[config.mk]
export PLATFORM = sky130hd
export DESIGN_NAME = updown_counter_param
export DESIGN_NICKNAME = d
export VERILOG_FILES = /design/src/rtl/updown_counter_param.sv
export SDC_FILE = /design/constraint.sdc
export NUM_CORES = 1
export LEC_CHECK = 0
export ABC_AREA = 1
export CAP_MARGIN = 30
export CORE_MARGIN = 2
export CORE_UTILIZATION = 44
export DETAILED_ROUTE_END_ITERATION = 10
export PLACE_DENSITY_LB_ADDON = 0.05
export SLEW_MARGIN = 10
export SYNTH_ARGS = -nofsm -noshare
export SYNTH_HDL_FRONTEND = slang
export SYNTH_SLANG_ARGS = --single-unit
export TNS_END_PERCENT = 50
[constraint.sdc]
create_clock -name clk -period 1.6 [get_ports clk]
set_input_delay 0.32 -clock clk [delete_from_list [all_inputs] [get_ports clk]]
set_output_delay 0.32 -clock clk [all_outputs]
set_load 0.02 [all_outputs]
[src/rtl/updown_counter_param.sv]
// Parametrised up/down counter: range [MIN_VAL, MAX_VAL], runtime step, load with clamping, wrap/saturate.
// Define UDC_STICKY_FLAGS_EN to add ovf_sticky/udf_sticky outputs and the flag_clr input.
module updown_counter_param #(
    parameter int unsigned      WIDTH   = 8,
    parameter logic [WIDTH-1:0] MIN_VAL = '0,
    parameter logic [WIDTH-1:0] MAX_VAL = '1,
    parameter int unsigned      STEP_W  = 4
) (
    input  logic              clk,
    input  logic              rst_n,
    input  logic              enable,
    input  logic              direction,
    input  logic [STEP_W-1:0] step,
    input  logic              sat_mode,
    input  logic              load,
    input  logic [WIDTH-1:0]  load_val,
`ifdef UDC_STICKY_FLAGS_EN
    input  logic              flag_clr,
    output logic              ovf_sticky,
    output logic              udf_sticky,
`endif
    output logic [WIDTH-1:0]  counter_out,
    output logic              tc,
    output logic              bound_hit
);

    // One spare bit so sums and differences never alias.
    typedef logic [WIDTH:0] ext_t;

    localparam ext_t MIN_X = ext_t'(MIN_VAL);
    localparam ext_t MAX_X = ext_t'(MAX_VAL);
    localparam ext_t ONE_X = ext_t'(1);

    ext_t             step_x;
    ext_t             cnt_x;
    ext_t             up_sum;
    ext_t             dn_diff;
    ext_t             lo_diff;
    ext_t             hi_diff;
    logic             counting;
    logic             up_cross;
    logic             dn_cross;
    logic [WIDTH-1:0] load_clamped;
    logic [WIDTH-1:0] next_cnt;
    logic             next_bh;

    always_comb begin
        // NOTE: every signal gets a default first so no path through this block can infer a latch.
        next_cnt     = counter_out;
        next_bh      = 1'b0;
        load_clamped = load_val;

        step_x   = ext_t'(step);
        cnt_x    = ext_t'(counter_out);
        up_sum   = cnt_x + step_x;
        // Distance above MIN_VAL after the step; a set top bit means the step went below MIN_VAL.
        dn_diff  = cnt_x - MIN_X - step_x;
        up_cross = (up_sum > MAX_X);
        dn_cross = dn_diff[WIDTH];
        lo_diff  = ext_t'(load_val) - MIN_X;
        hi_diff  = MAX_X - ext_t'(load_val);
        counting = enable && (step != '0);

        if (lo_diff[WIDTH]) begin
            load_clamped = MIN_VAL;
        end else if (hi_diff[WIDTH]) begin
            load_clamped = MAX_VAL;
        end

        if (load) begin
            next_cnt = load_clamped;
        end else if (counting) begin
            if (direction) begin
                if (up_cross) begin
                    next_bh  = 1'b1;
                    next_cnt = sat_mode ? MAX_VAL : WIDTH'(MIN_X + up_sum - MAX_X - ONE_X);
                end else begin
                    next_cnt = WIDTH'(up_sum);
                end
            end else begin
                if (dn_cross) begin
                    next_bh  = 1'b1;
                    next_cnt = sat_mode ? MIN_VAL : WIDTH'(MAX_X + ONE_X + dn_diff);
                end else begin
                    next_cnt = WIDTH'(MIN_X + dn_diff);
                end
            end
        end
    end

    // NOTE: registered state uses non-blocking assignments so every flop samples pre-edge values.
    always_ff @(posedge clk or negedge rst_n) begin
        if (!rst_n) begin
            counter_out <= MIN_VAL;
            bound_hit   <= 1'b0;
        end else begin
            counter_out <= next_cnt;
            bound_hit   <= next_bh;
        end
    end

    assign tc = direction ? (counter_out == MAX_VAL) : (counter_out == MIN_VAL);

`ifdef UDC_STICKY_FLAGS_EN
    logic ovf_set;
    logic udf_set;

    assign ovf_set = !load && counting &&  direction && up_cross;
    assign udf_set = !load && counting && !direction && dn_cross;

    // A new crossing takes precedence over a clear in the same cycle.
    always_ff @(posedge clk or negedge rst_n) begin
        if (!rst_n) begin
            ovf_sticky <= 1'b0;
            udf_sticky <= 1'b0;
        end else begin
            if (ovf_set) begin
                ovf_sticky <= 1'b1;
            end else if (flag_clr) begin
                ovf_sticky <= 1'b0;
            end
            if (udf_set) begin
                udf_sticky <= 1'b1;
            end else if (flag_clr) begin
                udf_sticky <= 1'b0;
            end
        end
    end
`endif

endmodule
Word-level counts from Yosys, hierarchy flattened
Index checks and enable logic that the tools add are counted.

storage, ports and cells
  register bits = 9
  logic and storage cells = 28

cells by class
  $lt $le $gt $ge = 1
  add/subtract/negate cells = 6
  equality and inequality tests = 1
  mux-type cells = 14
  reduce and logical (&&, ||, !) cells = 4

operator list
  operator                                                              count
  8-bit 2-to-1 mux                                                      8
  8-bit by 4-bit adder with 9-bit output                                1
  9-bit by 8-bit > comparator with 1-bit output, second input constant  1
  8-bit by 4-bit subtractor with 9-bit output                           1
  8-bit by 8-bit subtractor with 9-bit output, first input constant     1
  1-bit by 8-bit adder with 8-bit output, first input constant          1
  8-bit == test, second input constant                                  1
  8-bit logical NOT                                                     1
  8-bit by 1-bit subtractor with 8-bit output, second input constant    1
  8-bit subtractor, second input constant                               1
  1-bit 2-to-1 mux                                                      6
  4-bit nonzero test                                                    1
  2-bit nonzero test                                                    1
  1-bit logical AND                                                     1

Longest topological paths before layout
Gate-level depths: netlist of run 1.

  depth after elaboration = 8
  depth in mapped cells = 14
  depth with buffers taken out = 14

Worst setup path after synthesis of run 1
No wires, ideal clock.

  kind = register to register
  start = register counter_out[0]
  end = register counter_out[7]
  buffers on the path = 0
  stages on the path, launching flop included = 15
  setup time = 0.117 ns
  data arrival time = 1.790 ns
  slack = -0.307 ns
  required time = 1.483 ns
  period minus slack after synthesis = 1.907 ns
  cells stage by stage = dfrtp_1 > inv_1 > ha_1 > inv_1 > fa_1 > inv_1 > nor2_1 > nor2_4 > nand3_2 > nand2_2 > inv_2 > nand3_1 > nand3_1 > nand2_1 > nand2_1

on the way
  longest elaborated chain between the ends = 8

RTL lines
  what                                         RTL line  source
  start: declaration                           22        output logic [WIDTH-1:0] counter_out,
  start signal: assignment                     97        counter_out <= next_cnt;
  8-bit by 4-bit adder with 9-bit output       55        up_sum = cnt_x + step_x;
  8-bit subtractor                             76        next_cnt = sat_mode ? MAX_VAL : WIDTH'(MIN_X + up_sum - MAX_X - ONE_X);
  8-bit by 1-bit subtractor with 8-bit output  76
  8-bit 2-to-1 mux                             76
  8-bit 2-to-1 mux                             74        if (up_cross) begin
  8-bit 2-to-1 mux *                           73        if (direction) begin
  8-bit 2-to-1 mux *                           72        end else if (counting) begin
  8-bit 2-to-1 mux *                           70        if (load) begin

Mark *: on every way between the ends. The rest lies on a longest branch, timed or not. The select of a mux whose other input is x is not followed.
A chain may end at the register's enable or synchronous reset.

Worst setup path after layout of run 1
  start = register counter_out[0]
  end = register counter_out[4]

Same word-level chain as after synthesis.

==> results of run 1 <==
==> worst max-delay path: stages, from the launching register on <==
cell	delay [ps]
dfrtp_2	420
inv_2	80
ha_4	120
inv_2	40
fa_2	340
inv_2	60
nor2_2	40
nor2_4	110
nand3_2	100
nand2_2	110
inv_4	60
nand2_1	60
nand3_1	70
nand2_1	60
o21ai_1	60
==> cell families (layout without fill, tap and decap cells) <==
family,Yosys count,after routing,share of synthesized area [%]
AND/OR/NAND/NOR,122,122,47.6
AO/OA/AOI/OAI,14,14,8.08
buffers and inverters,26,104,9.73
adder cells (fa/ha/maj),10,10,12.4
flip-flops,9,9,19.9
XOR/XNOR,3,3,2.32
==> layer usage <==
metal / vias to the layer above / share of wire, % / GRT usage [%] / routed length, um
met1: 669 / 45 / 38.4 / 1700
met2: 41 / 49 / 48.8 / 1830
met4: 0 / 1.1 / 7.92 / 42
met5: - / 0 / 0 / 0
met3: 4 / 4.3 / 1.64 / 162
li1: 750 / - / - / -
==> worst max-delay path by stage <==
stage	from	to	slack (ps)	cells after the start
detailed placement	step[0]	counter_out[4]	-690	14
global placement	step[0]	counter_out[6]	-650	11
CTS	counter_out[0]	counter_out[6]	-220	10
finish	counter_out[0]	counter_out[4]	-240	14
global route	counter_out[0]	counter_out[4]	-330	14
floorplan	counter_out[0]	counter_out[7]	-210	14
==> cell usage in the layout (no fill, tap or decap) <==
master	netlist	routed
nand2_1	61	60
buf_4	1	50
nand3_1	25	22
nor2_1	21	18
clkdlybuf4s50_1	0	14
inv_2	7	13
dlygate4sd2_1	0	12
inv_1	15	8
nand4_1	6	6
dfrtp_1	9	6
nor2_2	1	4
nand3_2	1	4
ha_1	8	4
nand2_2	2	3
o21ai_0	3	3
a21oi_1	3	3
xor2_1	3	3
ha_4	0	3
clkbuf_4	0	3
dfrtp_2	0	3
nor3_1	2	2
o21ai_1	2	2
fa_2	0	2
nor3_4	0	1
a21oi_2	1	1
nor2_4	1	1
o31ai_2	1	1
a211o_1	1	1
inv_4	0	1
nand3b_1	1	1
clkinv_1	1	1
o22ai_1	1	1
o211ai_1	1	1
o21bai_1	1	1
ha_2	0	1
clkbuf_1	0	1
buf_2	1	1
==> Yosys cell counts (2+ instances only) <==
cell type / count
o21ai_0: 3
nand2_1: 61
o21ai_1: 2
inv_1: 15
nor3_1: 2
nand2_2: 2
nand4_1: 6
nand3_1: 25
nor2_1: 21
xor2_1: 3
inv_2: 7
dfrtp_1: 9
a21oi_1: 3
fa_1: 2
ha_1: 8
==> flip-flops by register name, indices dropped and copies added, names as in the netlist <==
name         cells
counter_out      8
bound_hit        1
==> per-stage QoR <==
| stage | utilization (%) | worst slack, ps | std cells | TNS, ps |
|---|---|---|---|---|
| after floorplan | - | -209 | 184 | -1740 |
| after global placement | 72.6 | -649 | 284 | -6030 |
| after detailed placement | 72.6 | -693 | 284 | -6360 |
| after CTS | 75.7 | -219 | 292 | -2040 |
| after global routing | 76.6 | -328 | 292 | -2900 |
| final | 76.6 | -237 | 292 | -1980 |
==> power groups by stage <==
stage / Clock, mW / Sequential [mW] / Combinational, mW
floorplan: 0 / 0.372 / 0.452
global placement: 0 / 0.311 / 1.01
detailed placement: 0 / 0.312 / 1.01
CTS: 0.174 / 0.315 / 1.05
global route: 0.193 / 0.324 / 1.19
finish: 0.165 / 0.319 / 1.08
==> final cells by class <==
class | count | share of cell area [%]
sequential | 9 | 12.2
multi-input combinational | 149 | 46.4
timing repair buffer | 77 | 33.3
clock buffer | 4 | 1.40
tap | 30 | 2.00
inverter | 23 | 4.73
==> repair_timing <==
action | CTS | global route
endpoints found under the setup margin | 18 | 10
pin swaps | 9 | 4
resized for setup | 24 | 10
setup buffers | 4 | 0
hold endpoints to repair | 0 | 0
==> results.md, run 1 <==
- Vias: ~1500
- Clock Skew: between 0.6 and 0.7 ps
- Share of cells above drive strength 1: about a third
- Static leakage: about 0.97 nW
- Power per Cell Area: roughly 830 mW/mm^2
- Seq/Total Area, Yosys: around 20%
- Yosys cell types: 30
- Top FF cell, synth: dfrtp_1
- Cell row count: 18
- Fin crit period: 1840 ps
- Reg2reg end: counter_out[4]
- CTS tree: yes
- Post-route ant nets: 0
- Combinational power share: 69.1%
- Clk pwr share: 10.5%
- Initial antenna violation count: 0
- Max Slew Vio Count: 0
- Period utilisation layout: 115%
- Post-Route WL: about 3700 um
- Gr ovfl total: 0
- Die W: between 50 and 60 um
- Hold Fails Final Rpt: 0
- Final #Nets: approximately 290
- Outcome: finished with violations
- Cell Area, Synth: approximately 0.0011 mm^2
- Crit Path Max Fanout: 6
- Root Buffer Master: clkbuf_4
- Clock latency on the worst-skew pair: approximately 250 ps
- Hold Path Class: input port to asynchronous set/reset pin
- Worst r2r src: counter_out[0]
- Deepest clock path buffer count: 2
- Drt pass-1 iters: 4
- Die height: 54.7 um
- Number of global-route vias before repair: between 1000 and 1500
- Wire length of the first global-routing pass: about 6000 um
- CP Launch Type: register
- Via density: between 5 and 6
- Placement Cell Area: approximately 0.0018 mm^2
- Clock transition at path regs: around 60 ps
- Max Fclk: approximately 540 MHz
- Largest net degree at the start of global routing: 13
- Synth area leaders: nand2_1, dfrtp_1, nand3_1
- WL/cell: approximately 13 um
- Hold buffer count at CTS: 0
- Worst Hold Margin: roughly 360 ps
- Finished Cell Area: approximately 0.0019 mm^2
- Worst endpoint required time: between 1500 and 2000 ps
- Gr usage total: ~29%
- Asr flop ratio synth: 100%
- Max-slew headroom: approximately 74%
- #FFs+latches synth: 9
- Setup crit end kind: register
- Post-synth top area share: 20.2%
- Fill cells: 205
- Seq. cell area: between 200 and 250 um^2
- H-Tree Depth: 1
- Yosys warns: 0
- Final Setup Violations: 10
- IO Port Bufs: 27
- Psw: between 0.6 and 0.7 mW
- Core area: about 0.0025 mm^2
- # DRC: 0
- Die area: approximately 0.0030 mm^2
- Starting Density: between 40% and 50%
- Worst R2R Setup Slack: -240 ps
- ANT cells: 0
- Reg2reg path depth: 14
- # IOs: 28
- Num CTS Buffers: 3
- Post-route worst setup slack: -237 ps
- GPL Wtd Cong: 0.867
- Hpwl dp: around 3000 um
- Area Overhead vs Synth: 66.2%
- Worst IR Drop VDD: 0.811 mV
- Iteration-0 DRC Markers: 35
- Max Cap Viol: 0
- Violated checks: negative setup slack
- Avg Cell Area, Syn: 6.15 um^2
- Internal power: 0.890 mW
- PnR Total Power: roughly 1.6 mW
- Sequential share of power: between 20% and 30%
- Arrival time at the worst endpoint: around 2000 ps
- Multi-input logic area: 872 um^2
- Mapped Cells: 184
- Post-synth EDFFs: 0
- Post-synthesis net count: 212
- Setup CP Type: register to register
- Num Clock Sinks: 9
- Synth area leader: nand2_1
- RSZ-0062 raised after global routing: yes
- Sw frac: between 40% and 50%
- Worst-Margin Slew: between 300 and 400 ps
No activity file was read; power rests on OpenSTA's default activity.
==> run 2, diff against run 1 <==
--- a/config.mk
+++ b/config.mk
@@ -7,10 +7,11 @@
 export LEC_CHECK = 0
 export ABC_AREA = 1
 export CAP_MARGIN = 30
+export CORE_ASPECT_RATIO = 0.7
 export CORE_MARGIN = 2
 export CORE_UTILIZATION = 44
 export DETAILED_ROUTE_END_ITERATION = 10
-export PLACE_DENSITY_LB_ADDON = 0.05
+export PLACE_DENSITY = 0.76
 export SLEW_MARGIN = 10
 export SYNTH_ARGS = -nofsm -noshare
 export SYNTH_HDL_FRONTEND = slang
==> run 2 against run 1 <==
  * The flow still finishes with violations (negative setup slack)
  * Non-clock buffer count decreased by 3
  * Global-route usage is 2.9 points higher
  * Routed wire length rose by 31%
  * Count of clock-buffer cells in the layout is the same
  * Hold slack improved by 24 ps
  * Critical path depth fell by 2
  * Flip-flop and latch count is the same
  * Final cell count grew 0.34%
  * Clock skew grew 11 ps
  * Critical path type is now input port to register
  * Largest power group unchanged
==> results.md, run 2 (synthesized netlist as in run 1, its figures left out) <==
- Die area: 0.00300 mm^2 (+0.22%)
- Clock transition at path regs: 60 ps (about the same)
- Max-slew headroom: 69.9% (-3.9 points)
- Power per Cell Area: 926 mW/mm^2 (+11%)
- Final #Nets: 288 (-1.0%)
- Number of global-route vias before repair: 1583 (+17%)
- Hpwl dp: 3010 um (+0.18%)
- Arrival time at the worst endpoint: 2190 ps (+220 ps)
- Gr ovfl total: 0 (unchanged)
- Vias: 1679 (+15%)
- Buf/Inv on CP: 3 (-1)
- Fin crit period: 2070 ps (+233 ps)
- Num CTS Buffers: 3 (unchanged)
- Deepest clock path buffer count: 2 (unchanged)
- Via density: 5.73 (+14%)
- Max Fclk: 483 MHz (-11%)
- Share of cells above drive strength 1: 34.7% (-0.37 points)
- Clock latency on the worst-skew pair: 250 ps (about the same)
- Post-Route WL: 4870 um (+31%)
- CP max stage delay: 510 ps (+90 ps)
- Biggest register: counter_out
- Gr usage total: 31.4% (+2.9 points)
- Fill cells: 166 (-19%)
- IO Port Bufs: 27 (unchanged)
- Worst IR Drop VDD: 0.446 mV (-45%)
- Largest registers: counter_out (8), bound_hit (1)
- Crit Path Max Fanout: 6 (unchanged)
- Final Setup Violations: 11 (+1)
- RSZ-0062 raised after global routing: yes
- Cell row count: 15 (-3)
- Worst R2R Setup Slack: -420 ps (-180 ps)
- DP Worst Slack: -682 ps (+10.4 ps)
- Die height: 46.4 um (-15%)
- Worst-Margin Slew: 451 ps (+58.1 ps)
- # DRC: 0 (unchanged)
- Outcome: finished with violations
- Max Cap Viol: 0 (unchanged)
- Most common cell after layout, fill and taps aside: nand2_1
- Drt pass-1 iters: 5 (+1)
- # IOs: 28 (unchanged)
- Violated checks: negative setup slack
- Clock Skew: 11.3 ps (+10.7 ps)
- WL/cell: 16.6 um (+30%)
- CP Launch Type: input port
- Wire length of the first global-routing pass: 6960 um (+16%)
- Setup CP Type: input port to register
- Hold buffer count at CTS: 0 (unchanged)
- Hold Path Class: input port to asynchronous set/reset pin
- Most Frequent Cell on Critical Path: nand2_1
- Die W: 64.6 um (+18%)
- Post-route worst setup slack: -470 ps (-233 ps)
- ANT cells: 0 (unchanged)
- Core area: 0.00246 mm^2 (+0.15%)
- Root Buffer Master: clkbuf_8
- Cell family with most CP delay: buffers and inverters
- Area Overhead vs Synth: 69.2%
- Finished Core Util: 77.9% (+1.3 points)
- GPL Wtd Cong: 0.946 (+9.1%)
- Post-route ant nets: 0 (unchanged)
- Worst endpoint required time: 1720 ps (-20 ps)
- Starting Density: 46.0% (-0.070 points)
- Cell with the largest stage delay on the worst path: clkdlybuf4s50_1
- Most frequent cells in the layout: nand2_1, buf_4, nand3_1
- Max Slew Vio Count: 0 (unchanged)
- Crit path cell chain: clkdlybuf4s50_1 > inv_1 > ha_4 > nand2_1 > nor2_2 > nor2_4 > buf_4 > xor2_2 > nand2_2 > nand3_2 > nand2_1 > o21ai_1
- Num Clock Sinks: 9 (unchanged)
- PnR Total Power: 1.77 mW (+13%)
- Period utilisation layout: 129% (+15 points)
- H-Tree Depth: 1 (unchanged)
- Initial antenna violation count: 0 (unchanged)
- CTS tree: yes
- Largest net degree at the start of global routing: 13 (unchanged)
- Iteration-0 DRC Markers: 203 (+480%)
- Reg2reg path depth: 14 (unchanged)
- Max reg flops: 8 (unchanged)
- Reg2reg end: counter_out[1]
- Static leakage: 0.982 nW (+1.1%)
- Worst r2r src: counter_out[0]
- Hold Fails Final Rpt: 0 (unchanged)
- Setup crit end kind: register
-- run 2: cell types whose count changed in the layout (fill, tap and decap cells not counted), moves of 3 or more --
cell	previous run	this run
buf_4	50	47
clkbuf_4	3	0
clkbuf_8	0	3
dlygate4sd2_1	12	9
inv_2	13	10
-- run 2: per-layer routing --
layer / routed length [um] / GRT usage, % / share of wire [%] / up-vias
met4: 335 / 13.6 / 6.9 / 0
met3: 532 / 6.11 / 11 / 44
met2: 2210 / 58.3 / 45 / 141
met5: 0 / 0 / 0 / -
li1: - / - / - / 745
met1: 1790 / 36.4 / 37 / 749
-- run 2: worst register-to-register path, delay by kind of cell, from the launching register on --
kind	cells	cell delay, ps
and+or+nand+nor	8	710
adders and majority gates	2	470
buffers and inverters	4	260
DFF	1	430
-- run 2: worst max-delay path by stage --
stage	endpoint	start	depth (start not counted)
floorplan	counter_out[7]	counter_out[0]	14
global placement	counter_out[6]	step[0]	11
detailed placement	counter_out[7]	step[0]	14
CTS	counter_out[4]	counter_out[0]	13
global route	counter_out[6]	step[2]	12
finish	counter_out[4]	step[2]	12
-- run 2: through the flow --
| step | hold slack [ps] | instances | TNS [ps] | area [um^2] |
|---|---|---|---|---|
| final | 383 | 293 | -4050 | 1910 |
| after global routing | 411 | 293 | -4810 | 1910 |
| after CTS | 402 | 292 | -2580 | 1870 |
| after detailed placement | 603 | 285 | -6300 | 1760 |
| after global placement | 597 | 285 | -5810 | 1760 |
| after floorplan | 24.4 | 184 | -1740 | 1150 |
-- run 2: area by class of cell --
type                    instances  area, um^2  area share (%)
clock buffers                   4        45.0            2.35
inverters                      23        91.3            4.77
multi-input cells             149         898            46.9
flip-flops and latches          9         228            11.9
well taps                      34        42.5            2.22
repair buffers                 74         609            31.8
-- run 2: what timing repair did --
item,CTS,global route
setup endpoints to repair,17,12
pin swaps,11,8
gates resized for setup,25,10
buffers inserted,3,1
-- run 2: report_power, final --
group          internal (mW)  leakage (nW)  switching [mW]
combinational          0.533         0.854           0.623
sequential             0.266         0.106          0.0567
clock                  0.176        0.0228           0.117
==> run 3, diff against run 2 <==
--- a/config.mk
+++ b/config.mk
@@ -5,13 +5,12 @@
 export SDC_FILE = /design/constraint.sdc
 export NUM_CORES = 1
 export LEC_CHECK = 0
-export ABC_AREA = 1
 export CAP_MARGIN = 30
-export CORE_ASPECT_RATIO = 0.7
+export CORE_ASPECT_RATIO = 0.8
 export CORE_MARGIN = 2
 export CORE_UTILIZATION = 44
 export DETAILED_ROUTE_END_ITERATION = 10
-export PLACE_DENSITY = 0.76
+export PLACE_DENSITY = 0.77
 export SLEW_MARGIN = 10
 export SYNTH_ARGS = -nofsm -noshare
 export SYNTH_HDL_FRONTEND = slang
==> run 3 against run 2 <==
  * The flow still finishes with violations (negative setup slack)
  * Maximum frequency down 11%
  * Count of clock-buffer cells in the layout fell by 1
  * Sequential power shrank 14%
  * Flip-flop and latch count is the same
  * Register-to-register slack worse by 300 ps
==> results.md, run 3 <==
- Outcome: finished with violations
- Violated checks: negative setup slack
- Setup crit end kind: register
- Fin cells: 239 (-18%)
- Num CTS Buffers: 3 (unchanged)
- Synth area leaders: dfrtp_1, ha_1, a21oi_1
- Post-synth EDFFs: 0 (unchanged)
- GPL Wtd Cong: 0.863 (-8.9%)
- Cell Area, Synth: 0.00108 mm^2 (-4.8%)
- Clock Skew: 3.41 ps (-7.90 ps)
- Post-synth top cells: nor2_1, a21oi_1, inv_1, nand2_1, dfrtp_1
- Worst IR Drop VDD: 0.482 mV (+8.1%)
- Gr ovfl total: 0 (unchanged)
- Most common cell after layout, fill and taps aside: buf_4
- Post-route worst setup slack: -724 ps (-254 ps)
- ANT cells: 0 (unchanged)
- Yosys cell types: 43 (+43%)
- Most frequent cell after synthesis: nor2_1
- Max Fclk: 430 MHz (-11%)
- Worst r2r src: counter_out[0]
- Reg2reg end: counter_out[6]
- Share of cells above drive strength 1: 45.3% (+11 points)
- CP startpoint: counter_out[0]
- Crit Path Max Fanout: 4 (-2)
- Largest net degree at the start of global routing: 19 (+6)
- RSZ-0062 raised after global routing: yes
- Period utilisation layout: 145% (+16 points)
- Finished Cell Area: 0.00190 mm^2 (-0.78%)
- Post-route ant nets: 0 (unchanged)
- Area Overhead vs Synth: 76.3%
- Final #Nets: 241 (-16%)
- Root Buffer Master: clkbuf_4
- Die area: 0.00286 mm^2 (-4.5%)
- Via density: 6.40 (+12%)
- PnR Total Power: 1.36 mW (-23%)
- Worst R2R Setup Slack: -720 ps (-300 ps)
- Final Setup Violations: 10 (-1)
- Num Clock Sinks: 9 (unchanged)
- Yosys warns: 0 (unchanged)
- Avg Cell Area, Syn: 7.75 um^2 (+26%)
- DP Cell Count: 226 (-21%)
- WL/cell: 20.0 um (+20%)
- Drt pass-1 iters: 5 (unchanged)
- Post-synth top area share: 20.9% (+0.66 points)
- Cell row count: 16 (+1)
- Hold Fails Final Rpt: 0 (unchanged)
- # IOs: 28 (unchanged)
- Deepest clock path buffer count: 2 (unchanged)
- # DRC: 0 (unchanged)
- #FFs+latches synth: 9 (unchanged)
- Fin crit period: 2320 ps (+254 ps)
- Wire length of the first global-routing pass: 6720 um (-3.4%)
- Largest registers: counter_out (8), bound_hit (1)
- Top FF cell, synth: dfrtp_1
- Multi-input logic area: 950 um^2 (+5.7%)
- Max reg flops: 8 (unchanged)
- IO Port Bufs: 27 (unchanged)
- Core area: 0.00238 mm^2 (-3.1%)
- Seq/Total Area, Yosys: 20.9% (+0.99 points)
- Hold Path Class: input port to asynchronous set/reset pin
- Arrival time at the worst endpoint: 2530 ps (+340 ps)
- Starting Density: 45.2% (-0.78 points)
- Post-Route WL: 4790 um (-1.7%)
- Most frequent cells in the layout: buf_4, clkdlybuf4s50_1, nor2_1
- Seq. cell area: 228 um^2 (unchanged)
- Worst-Margin Slew: 457 ps (+6.65 ps)
- Worst endpoint required time: 1810 ps (+90 ps)
- CP Launch Type: register
- Worst Hold Margin: 360 ps (-22.8 ps)
- Die W: 59.3 um (-8.2%)
- Post-synthesis net count: 167 (-21%)
- Setup CP Type: register to register
- Die height: 48.3 um (+4.0%)
- Mapped Cells: 139 (-24%)
- Vias: 1530 (-8.9%)
- Reg2reg path depth: 9 (-5)
- Hold buffer count at CTS: 0 (unchanged)
- Placement Cell Area: 0.00171 mm^2 (-3.2%)
- Biggest register: counter_out
- H-Tree Depth: 1 (unchanged)
- Clock latency on the worst-skew pair: 270 ps (+20 ps)
- Number of global-route vias before repair: 1369 (-14%)
- Initial antenna violation count: 0 (unchanged)
- Power per Cell Area: 715 mW/mm^2 (-23%)
- Max Cap Viol: 0 (unchanged)
- Gr usage total: 32.9% (+1.5 points)
- Static leakage: 0.835 nW (-15%)
- Synth area leader: dfrtp_1
- Max-slew headroom: 69.4% (-0.44 points)
- Asr flop ratio synth: 100% (unchanged)
- Clock transition at path regs: 80 ps (+20 ps)
- Hpwl dp: 3050 um (+1.3%)
- Max Slew Vio Count: 0 (unchanged)
- CTS tree: yes
- Iteration-0 DRC Markers: 135 (-33%)
- Fill cells: 142 (-14%)
## run 3: cell types whose count changed after synthesis, sizes merged, moves of 7 or more
cell,delta
nand3,-21
nand2,-53
a21oi,+7
inv,-12
nor2b,+7
nor2,-10
## run 3: worst max-delay path, stage by stage, from the launching register on
cell and delay (ps):
dfrtp_2 430, inv_2 90, ha_4 130, inv_2 40
fa_2 350, a21o_1 220, a211o_1 340, nor4_1 380
o211ai_1 170, nand3_1 110
## run 3: logic make-up (layout without fill, tap and decap cells)
logic type,Yosys count,in the layout,share of synthesized area (%)
buffers and inverters,19,92,8.25
multiplexers,1,1,1.05
flip-flops,9,9,20.9
AO/OA/AOI/OAI,48,48,31.6
adder cells (fa/ha/maj),10,10,13.0
AND/OR/NAND/NOR,52,52,25.2
## run 3: worst max-delay path by stage
stage	endpoint	slack, ps	cells after the start
floorplan	counter_out[7]	-520	5
detailed placement	counter_out[2]	-1120	9
finish	counter_out[6]	-720	9
global placement	counter_out[6]	-950	9
CTS	counter_out[6]	-570	9
global route	counter_out[6]	-750	9
## run 3: repair_timing
action                     in CTS  in global routing
setup endpoints to repair      18                 13
gates cloned                    0                  0
setup buffers                   6                  3
resized for setup              40                 11
pin swaps                      10                  2
hold endpoints to repair        0                  0
## run 3: layout make-up
cell class              count  area share, %
flip-flops and latches      9           12.0
clock buffers               3           1.19
repair buffers             78           32.8
well taps                  27           1.78
multi-input cells         111           50.0
clock inverters             1          0.264
inverters                  10           1.98
## run 3: routing by layer
metal | global-route usage [%] | part of all wire (%)
met5 | 0 | 0
met4 | 12.3 | 3.7
met3 | 8.49 | 9.7
met2 | 56.5 | 47
met1 | 40.8 | 40
## run 3: stage by stage
step	util [%]	TNS [ps]	setup WS, ps
2_1_floorplan	-	-3740	-520
3_3_place_gp	71.7	-8600	-955
3_5_place_dp	71.7	-9140	-1120
4_1_cts	78.0	-4620	-566
5_1_grt	79.7	-5960	-753
6_report	79.7	-5430	-724
## run 3: where the power goes
part           switching, mW  leakage, nW  internal (mW)
Combinational          0.460        0.710          0.427
Clock                 0.0994       0.0177         0.0926
Sequential            0.0252        0.107          0.254
